`src/rtl/io_ctrl_if.sv`:
```
// Data-memory-stage bus into the io_ctrl window.
// The CPU side is the master; io_ctrl is the slave that drives DOUT and HIT.
interface io_ctrl_if #(
    parameter int DBITS = 16
) ();
    logic [DBITS-1:0] ADDR;
    logic [DBITS-1:0] DIN;
    logic [DBITS-1:0] DOUT;
    logic             WE;
    logic             RE;
    logic             HIT;

    modport master (output ADDR, output WE, output RE, output DIN, input DOUT, input HIT);
    modport slave  (input ADDR, input WE, input RE, input DIN, output DOUT, output HIT);
endinterface

```
`src/rtl/io_ctrl.sv`:
```
// Memory-mapped key/switch/HEX/LED/timer controller in the top 16 bytes of data space.
// Optional feature macro: IO_IRQ_EN adds the KCTRL ie bit and a registered IRQ output.
module io_ctrl #(
    parameter int DBITS      = 16,
    parameter int NKEYS      = 4,
    parameter int NSW        = 10,
    parameter int NLEDR      = 10,
    parameter int NLEDG      = 8,
    parameter int DEB_CYCLES = 50000,
    parameter int TDIV       = 50000
) (
    input  logic             CLK,
    input  logic             RESET_N,
    io_ctrl_if.slave         bus,
    input  logic [NKEYS-1:0] KEY,
    input  logic [NSW-1:0]   SW,
    output logic [DBITS-1:0] HEXVAL,
    output logic [NLEDR-1:0] LEDR,
    output logic [NLEDG-1:0] LEDG
`ifdef IO_IRQ_EN
    ,
    output logic             IRQ
`endif
);
    localparam int DW = (DEB_CYCLES > 1) ? $clog2(DEB_CYCLES) : 1;
    localparam int TW = (TDIV > 1) ? $clog2(TDIV) : 1;
    localparam logic [DW-1:0] DEB_LAST  = DW'(DEB_CYCLES - 1);
    localparam logic [TW-1:0] TDIV_LAST = TW'(TDIV - 1);

    logic [NKEYS-1:0] r_key_s1, r_key_s2, r_key_smp, r_key_db, r_key_db_d;
    logic [NSW-1:0]   r_sw_s1, r_sw_s2, r_sw_smp, r_sw_db;
    logic [DW-1:0]    r_deb_cnt;
    logic [TW-1:0]    r_pre;
    logic [DBITS-1:0] r_tcnt;
    logic             r_rdy, r_ovr;
    logic             w_ie;
    logic             w_hit, w_wr, w_kclr, w_kchg, w_tick;
    logic [2:0]       w_off;
    logic [DBITS-1:0] w_dout;

    assign w_off  = bus.ADDR[3:1];
    assign w_hit  = &bus.ADDR[DBITS-1:4];
    assign w_wr   = bus.WE & w_hit;
    assign w_kclr = (bus.RE & w_hit & (w_off == 3'd0)) | (w_wr & (w_off == 3'd2));
    assign w_kchg = |(r_key_db ^ r_key_db_d);
    assign w_tick = (r_deb_cnt == DEB_LAST);
    assign bus.HIT  = w_hit;
    assign bus.DOUT = w_dout;

    // Synchronise raw inputs and accept a new level only when two consecutive samples agree.
    always_ff @(posedge CLK or negedge RESET_N) begin
        if (!RESET_N) begin
            r_key_s1   <= {NKEYS{1'b1}};
            r_key_s2   <= {NKEYS{1'b1}};
            r_key_smp  <= {NKEYS{1'b1}};
            r_key_db   <= {NKEYS{1'b1}};
            r_key_db_d <= {NKEYS{1'b1}};
            r_sw_s1    <= {NSW{1'b0}};
            r_sw_s2    <= {NSW{1'b0}};
            r_sw_smp   <= {NSW{1'b0}};
            r_sw_db    <= {NSW{1'b0}};
            r_deb_cnt  <= {DW{1'b0}};
        end else begin
            r_key_s1   <= KEY;
            r_key_s2   <= r_key_s1;
            r_sw_s1    <= SW;
            r_sw_s2    <= r_sw_s1;
            r_key_db_d <= r_key_db;
            if (w_tick) begin
                r_deb_cnt <= {DW{1'b0}};
                r_key_db  <= (r_key_s2 & ~(r_key_s2 ^ r_key_smp)) | (r_key_db & (r_key_s2 ^ r_key_smp));
                r_sw_db   <= (r_sw_s2 & ~(r_sw_s2 ^ r_sw_smp)) | (r_sw_db & (r_sw_s2 ^ r_sw_smp));
                r_key_smp <= r_key_s2;
                r_sw_smp  <= r_sw_s2;
            end else begin
                r_deb_cnt <= r_deb_cnt + DW'(1);
            end
        end
    end

    // Key-change status: a change event always sets rdy and only flags overrun when no clear coincides.
    always_ff @(posedge CLK or negedge RESET_N) begin
        if (!RESET_N) begin
            r_rdy <= 1'b0;
            r_ovr <= 1'b0;
        end else if (w_kchg) begin
            r_rdy <= 1'b1;
            r_ovr <= w_kclr ? 1'b0 : (r_ovr | r_rdy);
        end else if (w_kclr) begin
            r_rdy <= 1'b0;
            r_ovr <= 1'b0;
        end
    end

`ifdef IO_IRQ_EN
    logic r_ie;
    assign w_ie = r_ie;

    // Interrupt enable and registered interrupt request.
    always_ff @(posedge CLK or negedge RESET_N) begin
        if (!RESET_N) begin
            r_ie <= 1'b0;
            IRQ  <= 1'b0;
        end else begin
            if (w_wr && (w_off == 3'd2)) begin
                r_ie <= bus.DIN[4];
            end
            IRQ <= r_rdy & r_ie;
        end
    end
`else
    assign w_ie = 1'b0;
`endif

    // Prescaled timer; a CPU write overrides the increment in the same clock.
    always_ff @(posedge CLK or negedge RESET_N) begin
        if (!RESET_N) begin
            r_pre  <= {TW{1'b0}};
            r_tcnt <= {DBITS{1'b0}};
        end else if (w_wr && (w_off == 3'd3)) begin
            r_pre  <= {TW{1'b0}};
            r_tcnt <= bus.DIN;
        end else if (r_pre == TDIV_LAST) begin
            r_pre  <= {TW{1'b0}};
            r_tcnt <= r_tcnt + DBITS'(1);
        end else begin
            r_pre  <= r_pre + TW'(1);
        end
    end

    // Output registers written by the CPU.
    always_ff @(posedge CLK or negedge RESET_N) begin
        if (!RESET_N) begin
            HEXVAL <= {DBITS{1'b0}};
            LEDR   <= {NLEDR{1'b0}};
            LEDG   <= {NLEDG{1'b0}};
        end else if (w_wr) begin
            case (w_off)
                3'd4:    HEXVAL <= bus.DIN;
                3'd5:    LEDR   <= bus.DIN[NLEDR-1:0];
                3'd6:    LEDG   <= bus.DIN[NLEDG-1:0];
                default: ;
            endcase
        end
    end

    // Read mux; narrow registers zero-extend, unmapped slot returns a recognisable pattern.
    always_comb begin
        w_dout = {DBITS{1'b0}};
        if (w_hit) begin
            case (w_off)
                3'd0:    w_dout = DBITS'(r_key_db);
                3'd1:    w_dout = DBITS'(r_sw_db);
                3'd2:    w_dout = DBITS'({w_ie, 2'b00, r_ovr, r_rdy});
                3'd3:    w_dout = r_tcnt;
                3'd4:    w_dout = HEXVAL;
                3'd5:    w_dout = DBITS'(LEDR);
                3'd6:    w_dout = DBITS'(LEDG);
                default: w_dout = DBITS'(16'hDEAD);
            endcase
        end else begin
            w_dout = {DBITS{1'b0}};
        end
    end
endmodule
```
`src/flat_wrapper.sv`:
```
// flat-port wrapper written by rule: the top's interface ports become plain ports
module io_ctrl_flat 
#(
    parameter int DBITS      = 16,
    parameter int NKEYS      = 4,
    parameter int NSW        = 10,
    parameter int NLEDR      = 10,
    parameter int NLEDG      = 8,
    parameter int DEB_CYCLES = 50000,
    parameter int TDIV       = 50000
)
  (CLK, RESET_N, KEY, SW, HEXVAL, LEDR, LEDG, bus_ADDR, bus_WE, bus_RE, bus_DIN, bus_DOUT, bus_HIT);
  io_ctrl_if #(.DBITS(DBITS)) bus_i ();
  input  logic CLK;
  input  logic RESET_N;
  input  logic [NKEYS-1:0] KEY;
  input  logic [NSW-1:0] SW;
  output logic [DBITS-1:0] HEXVAL;
  output logic [NLEDR-1:0] LEDR;
  output logic [NLEDG-1:0] LEDG;
  input wire logic [$bits(bus_i.ADDR)-1:0] bus_ADDR;
  input wire logic [$bits(bus_i.WE)-1:0] bus_WE;
  input wire logic [$bits(bus_i.RE)-1:0] bus_RE;
  input wire logic [$bits(bus_i.DIN)-1:0] bus_DIN;
  output wire logic [$bits(bus_i.DOUT)-1:0] bus_DOUT;
  output wire logic [$bits(bus_i.HIT)-1:0] bus_HIT;
  assign bus_i.ADDR = bus_ADDR;
  assign bus_i.WE = bus_WE;
  assign bus_i.RE = bus_RE;
  assign bus_i.DIN = bus_DIN;
  assign bus_DOUT = bus_i.DOUT;
  assign bus_HIT = bus_i.HIT;
  io_ctrl #(.DBITS(DBITS), .NKEYS(NKEYS), .NSW(NSW), .NLEDR(NLEDR), .NLEDG(NLEDG), .DEB_CYCLES(DEB_CYCLES), .TDIV(TDIV)) u_core (.CLK(CLK), .RESET_N(RESET_N), .bus(bus_i), .KEY(KEY), .SW(SW), .HEXVAL(HEXVAL), .LEDR(LEDR), .LEDG(LEDG));
endmodule
```
`config.mk`:
```
export PLATFORM = sky130hd
export DESIGN_NAME = io_ctrl_flat
export DESIGN_NICKNAME = d
export VERILOG_FILES = /design/src/rtl/io_ctrl_if.sv /design/src/rtl/io_ctrl.sv /design/src/flat_wrapper.sv
export SDC_FILE = /design/constraint.sdc
export NUM_CORES = 1
export LEC_CHECK = 0
export CELL_PAD_IN_SITES_DETAIL_PLACEMENT = 1
export CELL_PAD_IN_SITES_GLOBAL_PLACEMENT = 2
export CORE_UTILIZATION = 35
export DETAILED_ROUTE_END_ITERATION = 6
export HOLD_SLACK_MARGIN = 0.15
export PLACE_DENSITY_LB_ADDON = 0.1
export SLEW_MARGIN = 20
export SYNTH_ARGS = -nofsm -noshare
export SYNTH_HDL_FRONTEND = slang
export SYNTH_SLANG_ARGS = --single-unit
```
`constraint.sdc`:
```
create_clock -name CLK -period 2.7 [get_ports CLK]
set_input_delay 0.405 -clock CLK [delete_from_list [all_inputs] [get_ports CLK]]
set_output_delay 0.405 -clock CLK [all_outputs]
set_load 0.01 [all_outputs]
```
## Yosys cells after proc, flatten, opt, wreduce, memory -nomap -nowiden

Cells that the tools add are included.

| storage, ports and cells | value |
|---|---|
| register bits after elaboration | 144 |
| bits of input ports | 50 |
| output and inout port bits | 51 |
| logic and storage cells | 65 |

| cells by class | value |
|---|---|
| add/sub/neg operators | 3 |
| equal/unequal tests | 8 |
| muxes and demuxes | 11 |
| bitwise operators | 17 |
| reductions and logical operators | 9 |

Operators by type and width:

| kind | count |
|---|---|
| case mux 16 bit (7 select lines) | 1 |
| 2-to-1 mux 16 bit | 6 |
| adder 16 x 1 -> 16 bit, second input constant | 3 |
| == test 16 bit, second input constant | 2 |
| bitwise AND 10 bit | 2 |
| AND reduction 12 bit | 1 |
| inverter 10 bit | 1 |
| bitwise OR 10 bit | 1 |
| bitwise XOR 10 bit | 1 |
| == test 3 bit, second input constant | 3 |
| bitwise AND 4 bit | 2 |
| bitwise XOR 4 bit | 2 |
| == test 3 x 2 -> 1 bit, second input constant | 2 |
| AND reduction 2 bit | 3 |
| bitwise AND 1 bit | 4 |
| 2-to-1 mux 1 bit | 4 |
| inverter 4 bit | 1 |
| bitwise OR 4 bit | 1 |
| nonzero test 2 bit | 2 |
| OR reduction 4 bit | 1 |
| == test 3 x 1 -> 1 bit, second input constant | 1 |
| logical NOT 3 bit | 1 |
| bitwise OR 1 bit | 2 |
| logical AND 1 bit | 1 |

## Longest topological paths before layout

| logic depth | value |
|---|---|
| word-level depth | 6 |
| mapped depth | 8 |
| depth with buffers taken out | 6 |

## Worst setup path after synthesis

No wires, ideal clock.

| timing | value |
|---|---|
| path kind | input to output |
| from | input bus_ADDR[1] |
| to | output bus_DOUT[5] |
| arrival time | 1.672 ns |
| required time | 2.295 ns |
| slack | 0.623 ns |
| cell stages on the path | 5 |
| path buffers | 3 |
| path through | clkbuf_1 -> clkbuf_1 -> buf_2 -> nand2_1 -> a311oi_1 |

| on the way | value |
|---|---|
| longest elaborated chain between the ends | 3 |
| elaborated cells between the ends (all ways) | 9 |
| classes of those cells | eq/ne: 6; mux: 2; reduce/logical: 1 |

RTL lines:

| element | line | source |
|---|---|---|
| start, declared | flat_wrapper.sv:21 | `input wire logic [$bits(bus_i.ADDR)-1:0] bus_ADDR;` |
| == test 3 bit (tied with other cells) | io_ctrl.sv:151 | `case (w_off)` |
| case mux 16 bit (7 select lines) * | io_ctrl.sv:151 |  |
| 2-to-1 mux 16 bit * | io_ctrl.sv:150 | `if (w_hit) begin` |
| end, declared | flat_wrapper.sv:25 | `output wire logic [$bits(bus_i.DOUT)-1:0] bus_DOUT;` |

Every way passes the cells marked *; elsewhere a longest branch is shown, timed or not.

## Worst setup path in the final report

| timing | value |
|---|---|
| from | input bus_ADDR[13] |
| to | output bus_HIT |

| on the way | value |
|---|---|
| longest elaborated chain between the ends | 1 |

RTL lines:

| element | line | source |
|---|---|---|
| AND reduction 12 bit | io_ctrl.sv:42 | `assign w_hit = &bus.ADDR[DBITS-1:4];` |
| end, declared | flat_wrapper.sv:26 | `output wire logic [$bits(bus_i.HIT)-1:0] bus_HIT;` |

Every way passes these cells.

==> impl_results.md <==
* Hold crit path type: flip-flop to flip-flop
* Grt met1 use at 25.3%
* Post-synth cell types at 52
* FP Rows at 49
* I/O Buffers at 99
* Area of the multi-input gates at 2690 µm²
* Syn Area/Cell at 10.7 µm²
* DIE AREA at 19200 µm²
* Failing checks: DRC
* Dpl cells at 946
* Area contributors post-synth: dfrtp_1, dfstp_2, mux2_2
* Depth of the worst register-to-register path at 6
* Drt drc at 14
* Post-Syn Area at 6540 µm²
* Root buf cell: clkbuf_16
* Critical path capture point type: primary output
* Yosys warning total at 0
* Flop2flop setup slack at 0.54 ns
* Post-synthesis sequential area ratio at 55.5%
* Overall Global Routing Usage at 19.9%
* Fill count at 1959
* Max Cap Viol at 0
* CP arrival at 2.19 ns
* Initial core utilization at 36.0%
* Max Slew Vio Count at 0
* Critical-path cell list: clkdlybuf4s50_1 -> nand4_1 -> or3_4 -> buf_4 -> inv_1 -> clkdlybuf4s50_1
* Sequential cell area at 3630 µm²
* Design Area, Final at 8690 µm²
* Finish-stage setup viols at 0
* Worst endpoint required time at 2.30 ns
* H-tree depth at 4
* Most frequent CP cell: clkdlybuf4s50_1
* Antenna cell count at 0
* CTS Buf Count at 17
* Cell Count, Final, Fillers Out at 981
* Largest net degree at the start of global routing at 58
* DP HPWL at 13100 µm
* Clock sink count at 144
* First-pass GRT wire length at 29600 µm
* Drt pass-1 iters at 6
* GRT busiest layer: met2
* Antenna Nets Post-Route at 0
* Asr flop ratio synth at 100%
* Status: finished, violations left
* Core area at 18100 µm²
* Leakage at 0.00380 µW
* Chip width at 139 µm
* RePlAce Congestion at 0.831
* Remaining global-route overflow at 0
* GRT met2 Usage at 33.4%
* Fin nets at 792
* Share of layout cells above drive strength 1 at 19.5%
* DP Area at 8040 µm²
* Die Y at 139 µm
* Post-synth top area cell: dfrtp_1
* Via count at 5006
* Top-area cell type share of the netlist area at 47.5%
* Crit path max fanout at 11
* Worst VDD drop at 0.440 mV
* Worst setup SP type: primary input
* PD cells at 583 nW/µm²
* Vias per cell at 5.10
* WL/cell at 18.1 µm
* Post-layout min period at 2.59 ns
* Crit Path Category: primary input to primary output
* Initial DRC count at 206
* Maximum operating frequency at 386 MHz
* Hold depth at 0
* Met3 Track Usage GR at 5.39%
* Clk_skew at 0.0111 ns
* RSZ-0062 raised after global routing: false
* Clock-pin transition on the worst setup and hold timing paths at 0.06 ns
* Slew @ Worst Pin at 0.661 ns
* Largest stage delay on the critical path at 0.53 ns
* Vias in the first global route at 5497
* CTS tree: yes
* Ports at 101
* Predominant post-synthesis flop cell: dfrtp_1
* Flops & latches, synth at 144
* Critical Path Slowest Stage Cell: clkdlybuf4s50_1
* Total wire length at 17800 µm
* Final period util at 96.0%
* Post-synth EDFFs at 0
* Clock Path Buffers at 2
* Hold Vio Cnt, Final at 0
* Area Overhead vs Synth at 33.0%
* Post-Syn Nets at 662
* Slew headroom at 55.8%
* Gate Count Post-Synth at 609
* Initial antenna violation count at 0
* Clk Latency, worst-skew pair at 0.43 ns
==> per-layer routing <==
metal / vias to the layer above / share of wire [%]
met1: 2543 / 46
met3: 12 / 4.3
met2: 91 / 49
met4: 0 / 0.81
met5: - / 0
li1: 2360 / -
==> path summary, 6_finish.rpt <==
check | from | end
setup / recovery | bus_ADDR[13] | bus_HIT
hold / removal | u_core.r_sw_s1[8] | u_core.r_sw_s2[8]
setup reg to reg | u_core.r_deb_cnt[0] | flip-flop
hold reg to reg | u_core.r_sw_s1[8] | u_core.r_sw_s2[8]
max in group asynchronous | RESET_N | u_core.r_key_s1[2]
min in group asynchronous | RESET_N | u_core.r_sw_smp[0]
==> power breakdown <==
| group | internal, µW | switching (µW) | leakage (µW) |
|---|---|---|---|
| clock | 1500 | 978 | 0.000290 |
| sequential | 2210 | 44.2 | 0.00178 |
| combinational | 147 | 184 | 0.00174 |
==> what timing repair did <==
action	in CTS	in global routing
endpoints found under the hold margin	39	0
endpoints found under the setup margin	17	5
buffers inserted	1	1
hold buffers	1	0
pin swaps	1	1
gates resized for setup	18	4
==> metrics by stage <==
stage | power (µW) | TNS [ns] | hold slack [ns] | util (%) | worst slack [ns]
final | 5060 | 0 | 0.349 | 47.9 | 0.107
after floorplan | 2430 | 0 | 0.109 | - | 0.623
after detailed placement | 2630 | -1.98 | 0.339 | 44.3 | -0.173
after global routing | 5260 | 0 | 0.359 | 47.9 | 0.0343
after global placement | 2620 | -1.67 | 0.335 | 44.3 | -0.139
after CTS | 5140 | 0 | 0.352 | 47.8 | 0.0237
==> Yosys cell counts, types with 2 or more instances <==
library cell and count:
and2_1 4, a21oi_1 23, nor2b_1 4, nand2_1 73, clkbuf_1 13, nor4_4 2
inv_1 21, nor3_2 3, buf_2 10, nand2b_1 2, buf_6 2, nor4_1 2
nand4_1 15, dfstp_2 20, and3_1 10, o211ai_1 2, dfrtp_1 124, nor2_1 51
xnor2_1 26, mux2i_1 15, a22oi_1 6, nor3_1 5, and4bb_2 2, mux2_2 37
o21ai_2 2, ha_1 3, and4_1 5, clkbuf_2 2, xor2_1 20, or3_1 3
nand3_1 15, o21ai_1 3, o21ai_0 65
==> logic make-up (layout without fill, tap and decap cells) <==
group	Yosys count	count (layout)	synth area share [%]
AND/OR/NAND/NOR	204	204	16.1
flip-flops	144	144	55.5
AO/OA/AOI/OAI	109	109	9.13
multiplexers	53	53	9.02
buffers and inverters	50	193	3.48
XOR/XNOR	46	46	6.17
adder cells (fa/ha/maj)	3	3	0.574
==> cell type report <==
cell class	instances	share of cell area (%)
Tap cell	229	3.30
Inverter	21	0.907
Multi-Input combinational cell	415	31.0
Clock inverter	13	2.04
Clock buffer	19	5.10
Sequential cell	144	41.8
Timing Repair Buffer	140	16.0
==> worst max-delay path, delay by kind of cell <==
| family | cells | cell delay (ns) |
|---|---|---|
| buffers and inverters | 4 | 1.25 |
| and+or+nand+nor | 2 | 0.54 |
==> cells in the final DEF, fill, tap and decap left out, drive strengths merged, types with 6 or more instances in the layout <==
master / instances
dfrtp: 124
clkdlybuf4s50: 80
nand2: 73
o21ai: 70
nor2: 51
buf: 41
mux2: 37
xnor2: 26
inv: 25
a21oi: 23
xor2: 20
dfstp: 20
clkbuf: 19
nand3: 16
nand4: 15
mux2i: 15
dlygate4sd2: 14
and3: 11
nor3: 8
a22oi: 6
==> flip-flops by register name (all words and copies together) (netlist names), 8 cells and up, named ones only <==
signal	cells
u_core.r_sw_s1	10
u_core.r_tcnt	16
u_core.r_pre	16
u_core.LEDG	8
u_core.r_deb_cnt	16
u_core.HEXVAL	16
u_core.r_sw_smp	10
u_core.r_sw_s2	10
u_core.LEDR	10
No activity file was read; power rests on OpenSTA's default activity.
